==> src/rtl/elev_pkg.sv <==
// Shared types and helpers for the elevator controller: floor geometry,
// the controller state encoding and the direction-selection rule.
package elev_pkg;

  localparam int NUM_FLOORS = 10;
  localparam int FLOOR_W    = 4;
  localparam int TIMER_W    = 8;

  typedef enum logic [1:0] {
    IDLE      = 2'd0,
    MOVE_UP   = 2'd1,
    MOVE_DOWN = 2'd2,
    DOOR_OPEN = 2'd3
  } elev_state_e;

  function automatic logic [NUM_FLOORS-1:0] above_mask(input logic [FLOOR_W-1:0] f);
    logic [NUM_FLOORS-1:0] m;
    m = '0;
    for (int i = 0; i < NUM_FLOORS; i++) begin
      m[i] = (FLOOR_W'(i) > f);
    end
    return m;
  endfunction

  function automatic logic [NUM_FLOORS-1:0] below_mask(input logic [FLOOR_W-1:0] f);
    logic [NUM_FLOORS-1:0] m;
    m = '0;
    for (int i = 0; i < NUM_FLOORS; i++) begin
      m[i] = (FLOOR_W'(i) < f);
    end
    return m;
  endfunction

  // Calls ahead in the preferred direction win; otherwise reverse or rest.
  function automatic elev_state_e pick_dir(input logic dir_up, input logic above,
                                           input logic below);
    elev_state_e s;
    if (dir_up) begin
      if (above)      s = MOVE_UP;
      else if (below) s = MOVE_DOWN;
      else            s = IDLE;
    end else begin
      if (below)      s = MOVE_DOWN;
      else if (above) s = MOVE_UP;
      else            s = IDLE;
    end
    return s;
  endfunction

endpackage

==> src/rtl/elev_tick_gen.sv <==
// Timing tick divider: clk_count wraps every TICK_DIV cycles and flag marks the
// wrap cycle. The controller restarts the count whenever its timing restarts.
module elev_tick_gen #(
  parameter int TICK_DIV = 5
) (
  input  logic clock,
  input  logic reset,
  input  logic clr,
  output logic flag
);

  localparam int CNT_W = (TICK_DIV > 1) ? $clog2(TICK_DIV) : 1;

  logic [CNT_W-1:0] clk_count;

  assign flag = (clk_count == CNT_W'(TICK_DIV - 1));

  // divider counter with restart
  always_ff @(posedge clock or posedge reset) begin
    if (reset) begin
      clk_count <= '0;
    end else if (clr) begin
      clk_count <= '0;
    end else if (flag) begin
      clk_count <= '0;
    end else begin
      clk_count <= clk_count + CNT_W'(1);
    end
  end

endmodule

==> src/rtl/elev_ctrl.sv <==
// Ten-floor elevator controller. Define ELEV_DEBUG_EN to mirror floor on
// current_floor_debug; otherwise that port is tied to zero.
module elev_ctrl
  import elev_pkg::*;
#(
  parameter int TICK_DIV   = 5,
  parameter int MOVE_TICKS = 2,
  parameter int DOOR_TICKS = 2
) (
  input  logic       clock,
  input  logic       reset,
  input  logic [9:0] buttons_inside,
  input  logic [8:0] buttons_outside_up,
  input  logic [9:1] buttons_outside_down,
  output logic       up_signal,
  output logic       down_signal,
  output logic       open_door,
  output logic [3:0] floor,
  output logic [3:0] current_floor_debug
);

  elev_state_e state_r;
  elev_state_e next_state_s;
  logic [FLOOR_W-1:0]    next_floor_s;
  logic [FLOOR_W-1:0]    tgt_floor_s;
  logic [TIMER_W-1:0]    timer;
  logic [TIMER_W-1:0]    next_timer_s;
  logic [NUM_FLOORS-1:0] requests;
  logic [NUM_FLOORS-1:0] press_s;
  logic [NUM_FLOORS-1:0] pending_s;
  logic [NUM_FLOORS-1:0] clr_mask_s;
  logic dir_up_r;
  logic next_dir_s;
  logic restart_s;
  logic tick_clr_s;
  logic flag;
  logic above_s;
  logic below_s;
  logic tgt_above_s;
  logic tgt_below_s;

  elev_tick_gen #(.TICK_DIV(TICK_DIV)) u_tick (
    .clock (clock),
    .reset (reset),
    .clr   (tick_clr_s),
    .flag  (flag)
  );

  // Presses are acted on in the cycle they are sampled, not a cycle later.
  assign press_s   = buttons_inside | {1'b0, buttons_outside_up} | {buttons_outside_down, 1'b0};
  assign pending_s = requests | press_s;

  // Floor reached at the end of the current hop, clamped to the shaft ends.
  assign tgt_floor_s = (state_r == MOVE_UP   && floor < FLOOR_W'(NUM_FLOORS - 1)) ? floor + FLOOR_W'(1) :
                       (state_r == MOVE_DOWN && floor > FLOOR_W'(0))              ? floor - FLOOR_W'(1) :
                       floor;

  assign above_s     = |(pending_s & above_mask(floor));
  assign below_s     = |(pending_s & below_mask(floor));
  assign tgt_above_s = |(pending_s & above_mask(tgt_floor_s));
  assign tgt_below_s = |(pending_s & below_mask(tgt_floor_s));

  // next-state, travel and door timing
  always_comb begin
    next_state_s = state_r;
    next_floor_s = floor;
    next_timer_s = timer;
    restart_s    = 1'b0;
    case (state_r)
      IDLE: begin
        next_timer_s = '0;
        if (pending_s[floor])  next_state_s = DOOR_OPEN;
        else if (above_s)      next_state_s = MOVE_UP;
        else if (below_s)      next_state_s = MOVE_DOWN;
        else                   next_state_s = IDLE;
      end
      MOVE_UP, MOVE_DOWN: begin
        if (flag) begin
          if (timer == TIMER_W'(MOVE_TICKS - 1)) begin
            next_timer_s = '0;
            next_floor_s = tgt_floor_s;
            if (pending_s[tgt_floor_s]) next_state_s = DOOR_OPEN;
            else next_state_s = pick_dir(state_r == MOVE_UP, tgt_above_s, tgt_below_s);
          end else begin
            next_timer_s = timer + TIMER_W'(1);
          end
        end else begin
          next_timer_s = timer;
        end
      end
      DOOR_OPEN: begin
        if (pending_s[floor]) begin
          restart_s    = 1'b1;
          next_timer_s = '0;
        end else if (flag) begin
          if (timer == TIMER_W'(DOOR_TICKS - 1)) begin
            next_timer_s = '0;
            next_state_s = pick_dir(dir_up_r, above_s, below_s);
          end else begin
            next_timer_s = timer + TIMER_W'(1);
          end
        end else begin
          next_timer_s = timer;
        end
      end
      default: begin
        next_state_s = IDLE;
        next_timer_s = '0;
      end
    endcase
  end

  // direction memory, served-call mask and divider restart
  always_comb begin
    next_dir_s = dir_up_r;
    clr_mask_s = '0;
    if (next_state_s == MOVE_UP)        next_dir_s = 1'b1;
    else if (next_state_s == MOVE_DOWN) next_dir_s = 1'b0;
    else                                next_dir_s = dir_up_r;
    if (next_state_s == DOOR_OPEN) clr_mask_s = NUM_FLOORS'(1) << next_floor_s;
    else                           clr_mask_s = '0;
    tick_clr_s = (next_state_s != state_r) | restart_s;
  end

  // controller registers and registered outputs
  always_ff @(posedge clock or posedge reset) begin
    if (reset) begin
      state_r     <= IDLE;
      floor       <= '0;
      timer       <= '0;
      requests    <= '0;
      dir_up_r    <= 1'b1;
      up_signal   <= 1'b0;
      down_signal <= 1'b0;
      open_door   <= 1'b0;
    end else begin
      state_r     <= next_state_s;
      floor       <= next_floor_s;
      timer       <= (next_state_s != state_r) ? '0 : next_timer_s;
      requests    <= pending_s & ~clr_mask_s;
      dir_up_r    <= next_dir_s;
      up_signal   <= (next_state_s == MOVE_UP);
      down_signal <= (next_state_s == MOVE_DOWN);
      open_door   <= (next_state_s == DOOR_OPEN);
    end
  end

`ifdef ELEV_DEBUG_EN
  assign current_floor_debug = floor;
`else
  assign current_floor_debug = 4'd0;
`endif

endmodule

==> config.mk <==
export PLATFORM = sky130hd
export DESIGN_NAME = elev_ctrl
export DESIGN_NICKNAME = d
export VERILOG_FILES = /design/src/rtl/elev_pkg.sv /design/src/rtl/elev_tick_gen.sv /design/src/rtl/elev_ctrl.sv
export SDC_FILE = /design/constraint.sdc
export NUM_CORES = 1
export LEC_CHECK = 0
export ABC_AREA = 1
export CORE_AREA = 5 5 81 113
export CTS_BUF_LIST = sky130_fd_sc_hd__clkbuf_16
export DETAILED_ROUTE_END_ITERATION = 10
export DIE_AREA = 0 0 86 118
export SLEW_MARGIN = 20
export SYNTH_ARGS = -nofsm -noshare
export SYNTH_HDL_FRONTEND = slang
export SYNTH_SLANG_ARGS = --single-unit
==> constraint.sdc <==
create_clock -name clock -period 3.3 [get_ports clock]
set_input_delay 0.99 -clock clock [delete_from_list [all_inputs] [get_ports clock]]
set_output_delay 0.99 -clock clock [all_outputs]
set_load 0.02 [all_outputs]
---- Yosys cells after proc, flatten, opt, wreduce, memory -nomap -nowiden ----
Cells that the tools add are included.
storage, ports and cells
  register bits ........................... 31
  logic and storage cells ................. 125
  input port bits ......................... 30
  output and inout port bits .............. 11
cells by class
  add/sub/neg operators ................... 4
  magnitude comparators ................... 44
  muxes and demuxes ....................... 39
  equal/unequal tests ..................... 9
  bitwise gates (word level) .............. 10
  reduce and logical (&&, ||, !) cells .... 9
  shifts and indexed selects .............. 1
operator list
  operator                                                               count
  10-bit AND                                                             5
  10-bit OR reduction                                                    4
  3-bit by 4-bit > comparator with 1-bit output, first input constant    8
  3-bit by 4-bit < comparator with 1-bit output, first input constant    8
  8-bit two-way mux                                                      4
  2-bit two-way mux                                                      15
  8-bit case mux with 3 select lines                                     1
  4-bit two-way mux                                                      5
  10-bit OR                                                              2
  1-bit by 4-bit > comparator with 1-bit output, first input constant    4
  2-bit by 4-bit > comparator with 1-bit output, first input constant    4
  4-bit > comparator, first input constant                               4
  1-bit by 4-bit < comparator with 1-bit output, first input constant    4
  2-bit by 4-bit < comparator with 1-bit output, first input constant    4
  4-bit < comparator, first input constant                               4
  4-bit by 5-bit < comparator with 1-bit output, second input constant   2
  10-bit two-way mux                                                     1
  10-bit inverter                                                        1
  10-bit by 9-bit OR with 10-bit output                                  1
  1-bit by 4-bit left shift with 10-bit output, first input constant     1
  8-bit by 1-bit adder with 8-bit output, second input constant          1
  1-bit binary-select mux with 4-bit select                              2
  2-bit equality test, second input constant                             4
  8-bit by 1-bit equality test with 1-bit output, second input constant  1
  other kinds (16)                                                       26

---- Logic depth before layout (Yosys ltp) ----
  word-level depth ........................ 18
  depth in mapped cells ................... 30
  gate-level depth less buffers ........... 30

---- By module ----
A second synthesis with hierarchy kept.
second synthesis, totals
  cell total of the unflattened synthesis .. 400
  area total of the unflattened synthesis .. 2831.5 um^2
modules (own cells, without submodules)
  module         area each (um^2)  cells each  sequential area each (um^2)  times used
  elev_ctrl      2666.3            379         701.9                        1
  elev_tick_gen  165.2             21          75.1                         1

---- Least setup slack after synthesis ----
No wires, ideal clock.
  path kind ............................... input to register
  start point ............................. input port buttons_outside_down[9] (netlist bit)
  end point ............................... register requests[3]
  arrival ................................. 3190 ps
  setup time .............................. 146 ps
  required time ........................... 3154 ps
  path buffers ............................ 0
  stages on the path ...................... 20
  slack ................................... -36 ps
  cell sequence ........................... or3_1 > inv_1 > nor2_1 > o21ai_0 > nand3_1 > nand2_1 > inv_1 > o21ai_0 > o211ai_1 > nand2_1 > inv_1 > nand2_2 > nand2_2 > inv_1 > ha_1 > inv_1 > nor2_1 > inv_1 > nor3_1 > a21oi_1
between the ends
  cells in the longest elaborated chain, start to end .. 15
  elaborated cells between the ends (all ways) .. 36
  classes of those cells .................. eq/ne: 1; mux: 23; bitwise: 8; reduce/logical: 4
ends and longest elaborated chain
  element                                 line                              source
  from (decl)                             elev_ctrl.sv:14                   input logic [9:1] buttons_outside_down,
  10-bit OR (*)                           elev_ctrl.sv:50                   assign press_s = buttons_inside | {1'b0, buttons_outside_up} | {buttons_outside_down, 1'b0};
  10-bit OR (*)                           elev_ctrl.sv:51                   assign pending_s = requests | press_s;
  10-bit AND (on tied branches)           elev_ctrl.sv:58, elev_ctrl.sv:60
  10-bit OR reduction (on tied branches)  elev_ctrl.sv:58, elev_ctrl.sv:60
  1-bit two-way mux                       elev_pkg.sv:44                    else if (above) s = MOVE_UP;
  2-bit two-way mux                       elev_pkg.sv:43                    if (below) s = MOVE_DOWN;
  2-bit two-way mux                       elev_pkg.sv:38                    if (dir_up) begin
  2-bit two-way mux (on tied branches)    elev_ctrl.sv:96, elev_ctrl.sv:82
  2-bit two-way mux (on tied branches)    elev_ctrl.sv:95, elev_ctrl.sv:79
  2-bit two-way mux (on tied branches)    elev_ctrl.sv:92, elev_ctrl.sv:78
  2-bit case mux with 3 select lines (*)  elev_ctrl.sv:69                   case (state_r)
  net next_state_s[0]                     elev_ctrl.sv:23                   elev_state_e next_state_s;
  2-bit equality test (*)                 elev_ctrl.sv:120                  if (next_state_s == DOOR_OPEN) clr_mask_s = NUM_FLOORS'(1) << next_floor_s;
  10-bit two-way mux (*)                  elev_ctrl.sv:120
  10-bit inverter (*)                     elev_ctrl.sv:140                  requests <= pending_s & ~clr_mask_s;
  10-bit AND (*)                          elev_ctrl.sv:140
  to (signal assigned)                    elev_ctrl.sv:140
  to (decl)                               elev_ctrl.sv:28                   logic [NUM_FLOORS-1:0] requests;
The timed path passes the listed nets; every way through them passes the cells marked *. The select of a mux whose other input is x is not followed.
A chain may end at the register's enable or synchronous reset.

---- Final worst setup path ----
  start point ............................. register floor[0]
  end point ............................... register requests[2]
between the ends
  cells in the longest elaborated chain, start to end .. 18
  elaborated cells between the ends (all ways) .. 86
  classes of those cells .................. add/sub: 2; order compare: 42; eq/ne: 1; shift: 1; mux: 28; bitwise: 6; reduce/logical: 6
ends and longest elaborated chain
  element                                                                line              source
  from (decl)                                                            elev_ctrl.sv:18   output logic [3:0] floor,
  from (signal assigned)                                                 elev_ctrl.sv:138  floor <= next_floor_s;
  4-bit by 1-bit > comparator with 1-bit output                          elev_ctrl.sv:55   (state_r == MOVE_DOWN && floor > FLOOR_W'(0)) ? floor - FLOOR_W'(1) :
  1-bit logical AND                                                      elev_ctrl.sv:55
  4-bit two-way mux                                                      elev_ctrl.sv:55
  4-bit two-way mux                                                      elev_ctrl.sv:54   assign tgt_floor_s = (state_r == MOVE_UP && floor < FLOOR_W'(NUM_FLOORS - 1)) ? floor + FLOOR_W'(1) :
  1-bit by 4-bit < comparator with 1-bit output (tied with other cells)  elev_pkg.sv:29    m[i] = (FLOOR_W'(i) < f);
  10-bit AND                                                             elev_ctrl.sv:61   assign tgt_below_s = |(pending_s & below_mask(tgt_floor_s));
  10-bit OR reduction                                                    elev_ctrl.sv:61
  2-bit two-way mux                                                      elev_pkg.sv:40    else if (below) s = MOVE_DOWN;
  (+3 left out)                                                          -
  2-bit two-way mux                                                      elev_ctrl.sv:79   if (timer == TIMER_W'(MOVE_TICKS - 1)) begin
  2-bit two-way mux                                                      elev_ctrl.sv:78   if (flag) begin
  2-bit case mux with 3 select lines (*)                                 elev_ctrl.sv:69
  net next_state_s[1]                                                    elev_ctrl.sv:23
  2-bit equality test (*)                                                elev_ctrl.sv:120
  10-bit two-way mux (*)                                                 elev_ctrl.sv:120
  10-bit inverter (*)                                                    elev_ctrl.sv:140
  10-bit AND (*)                                                         elev_ctrl.sv:140
Marks and branches as above.

==> flow_summary.json <==
{
  "status": "finished, final reports clean",
  "dieArea_um2": 10100,
  "nNetsFinal": 594,
  "via_count": 3251,
  "crit_path_start_kind": "register",
  "cap_violations": 0,
  "grt_use_total_pct": 17.7,
  "n_fill_cell": 740,
  "cts_buffers": 5,
  "synth_edf_count": 0,
  "initial_core_util_pct": 34.2,
  "cp_slowest_cell": "dfrtp_1",
  "ys_types": 42,
  "grt_pass1_vias": 3049,
  "first_pass_iters": 4,
  "endpoint_kind": "register",
  "drt_iter0_drc": 302,
  "place_area_um2": 3600,
  "cts.htree.levels": 2,
  "path_max_fanout": 6,
  "critical_path_required_ns": 3.43,
  "drc_errors": 0,
  "timing.critical_path.arrival_ns": 3.35,
  "rows": 39,
  "ys_seq_area_share_pct": 28.3,
  "syn_to_final_growth_pct": 64.6,
  "critPathMostFrequentCell": "nand2_1",
  "place_hpwl_um": 6960,
  "p_leak_nw": 2.38,
  "cts-root-buf": "clkbuf_16",
  "pre_cts_ws_ns": -0.457,
  "pwr_density_cell_nw_per_um2": 197,
  "yosys_register_bits": 31,
  "synth_ff_type": "dfrtp_1",
  "fin_crit_sh_pct": 97.5,
  "fin_ws_ns": 0.0833,
  "finalHoldViolCount": 0,
  "gp_congestion": 0.936,
  "max-vdd-ir-drop_mv": 0.269,
  "setup_tns_ns": 0,
  "yosysWarnings": 0,
  "dieWidth_um": 86,
  "grt_pass1_wl_um": 14500,
  "core_area_um2": 8050,
  "synth-simple-area-share_pct": 40.6,
  "slew_headroom_pct": 30.7,
  "grt_max_degree": 32,
  "worstSetupPathType": "reg -> reg",
  "die_h_um": 118,
  "hold_class": "reg -> reg",
  "diodes": 0,
  "dpl.cell_count": 600,
  "synth_fa_ha_area_share_pct": 7.28,
  "whs_ns": 0.516,
  "async_flop_share_pct": 100,
  "most-common-layout-cells": "90 x nand2_1, 88 x buf_4, 38 x nor2_1",
  "synth_compound_area_share_pct": 11.3,
  "max_stage_delay_ns": 0.43,
  "vias_per_cell": 4.99,
  "synth_top_cells_by_area": "dfrtp_1 27%, nand2_1 15%, ha_1 7.3%",
  "synth_top_area_share_pct": 27.3,
  "rsz0062_at_grt": "yes",
  "cts.sink_count": 31,
  "tightestPinTransition_ns": 1.03,
  "slew_violations": 0,
  "fmax_mhz": 311,
  "clk_latency_ns": 0.28,
  "clock_skew_ns": 0.00449,
  "antenna_found_initial": 0,
  "drive_gt1_share_pct": 40.4,
  "cts.clk_slew.worst_paths_ns": 0.05,
  "io_pins": 41,
  "cts_buffer_depth": 2,
  "postCtsHoldBufs": 0,
  "synthMuxAreaShare_pct": 0,
  "layout_commonest_cell": "nand2_1",
  "synth_top_family_by_area": "simple AND/OR/NAND/NOR gates",
  "synth_xor_area_share_pct": 2.23,
  "wl_per_cell_um": 15.2,
  "drtAntennaViolNets": 0,
  "final-setup-viol-count": 0,
  "fin_area_um2": 4530,
  "syn_inst": 413,
  "cts_tree": "done",
  "synth_area_leader_cell": "dfrtp_1",
  "period_minus_slack_ns": 3.22,
  "wirelength_um": 9910,
  "port_buffers": 36,
  "gr-total-overflow": 0,
  "synth_area_um2": 2750,
  "syn_avg_cell_area_um2": 6.66,
  "final_cell_count_no_fill": 651
}
[state kept, by name, indices dropped and copies added (netlist names)]
register          flops
u_tick.clk_count      3
requests             10
timer                 8
floor                 4
state_r               2
open_door             1
down_signal           1
up_signal             1
dir_up_r              1
[path summary, 6_finish.rpt]
path                            startpoint          end  slack, ns  cells after the start
worst min-delay path              dir_up_r     dir_up_r       0.52                      2
worst min register to register    dir_up_r     dir_up_r       0.52                      2
worst max-delay path              floor[0]  requests[2]       0.08                     28
worst max register to register    floor[0]  requests[2]       0.08                     28
max in group asynchronous            reset     dir_up_r       1.88                      3
min in group asynchronous            reset     floor[2]       1.10                      3
[per-stage QoR]
stage	total power, W	utilization [%]
4_1_cts	0.000898	47.6
2_1_floorplan	0.000414	-
6_report	0.000890	56.2
3_3_place_gp	0.000453	44.7
5_1_grt	0.000926	56.2
3_5_place_dp	0.000454	44.7
[layout make-up]
cell class | count | area, µm² | area share (%)
timing repair buffer | 133 | 1180 | 26.1
multi-input combinational | 323 | 2080 | 45.9
sequential | 31 | 782 | 17.3
clock inverter | 3 | 20.0 | 0.442
clock buffer | 5 | 125 | 2.76
tap | 102 | 128 | 2.82
inverter | 54 | 210 | 4.64
[report_power, final]
group | internal, W | switching [W]
Clock | 0.000277 | 0.000166
Sequential | 0.000382 | 0.000000913
Combinational | 0.0000341 | 0.0000299
Total | 0.000693 | 0.000197
[metal layers]
layer	routed length, µm	global-route usage [%]	up-vias
met4	565	9.70	0
met3	376	1.40	47
li1	-	-	1588
met2	5330	32.0	97
met1	3640	19.9	1519
met5	0	0	-
[Yosys cell counts (3+ instances only)]
cell type / instances
a21oi_1: 17
a31oi_1: 3
buf_4: 4
buf_6: 4
dfrtp_1: 30
ha_1: 16
inv_1: 51
inv_2: 3
nand2_1: 107
nand2_2: 13
nand2_4: 6
nand3_1: 35
nand4_1: 5
nor2_1: 52
nor2_2: 5
nor3_1: 6
o211ai_1: 4
o21ai_0: 18
xor2_1: 6
[cells by family after synthesis]
group,count (synthesis)
other,1
buffers and inverters,63
adder cells (fa/ha/maj),16
XOR/XNOR,7
AND/OR/NAND/NOR,241
AO/OA/AOI/OAI,54
flip-flops,31
[critical path: cells and delay by family, from the launching register on]
| kind | cells | cell delay [ns] |
|---|---|---|
| flops | 1 | 0.43 |
| compound gates | 1 | 0.08 |
| simple gates | 19 | 1.72 |
| fa+ha+maj | 2 | 0.30 |
| buf+inv | 6 | 0.52 |
[repair_timing]
action,CTS,global route
pin swaps,17,73
gates resized for setup,23,131
setup endpoints to repair,12,16
buffers inserted,5,37
cloned,0,1
No activity file was read; power rests on OpenSTA's default activity.
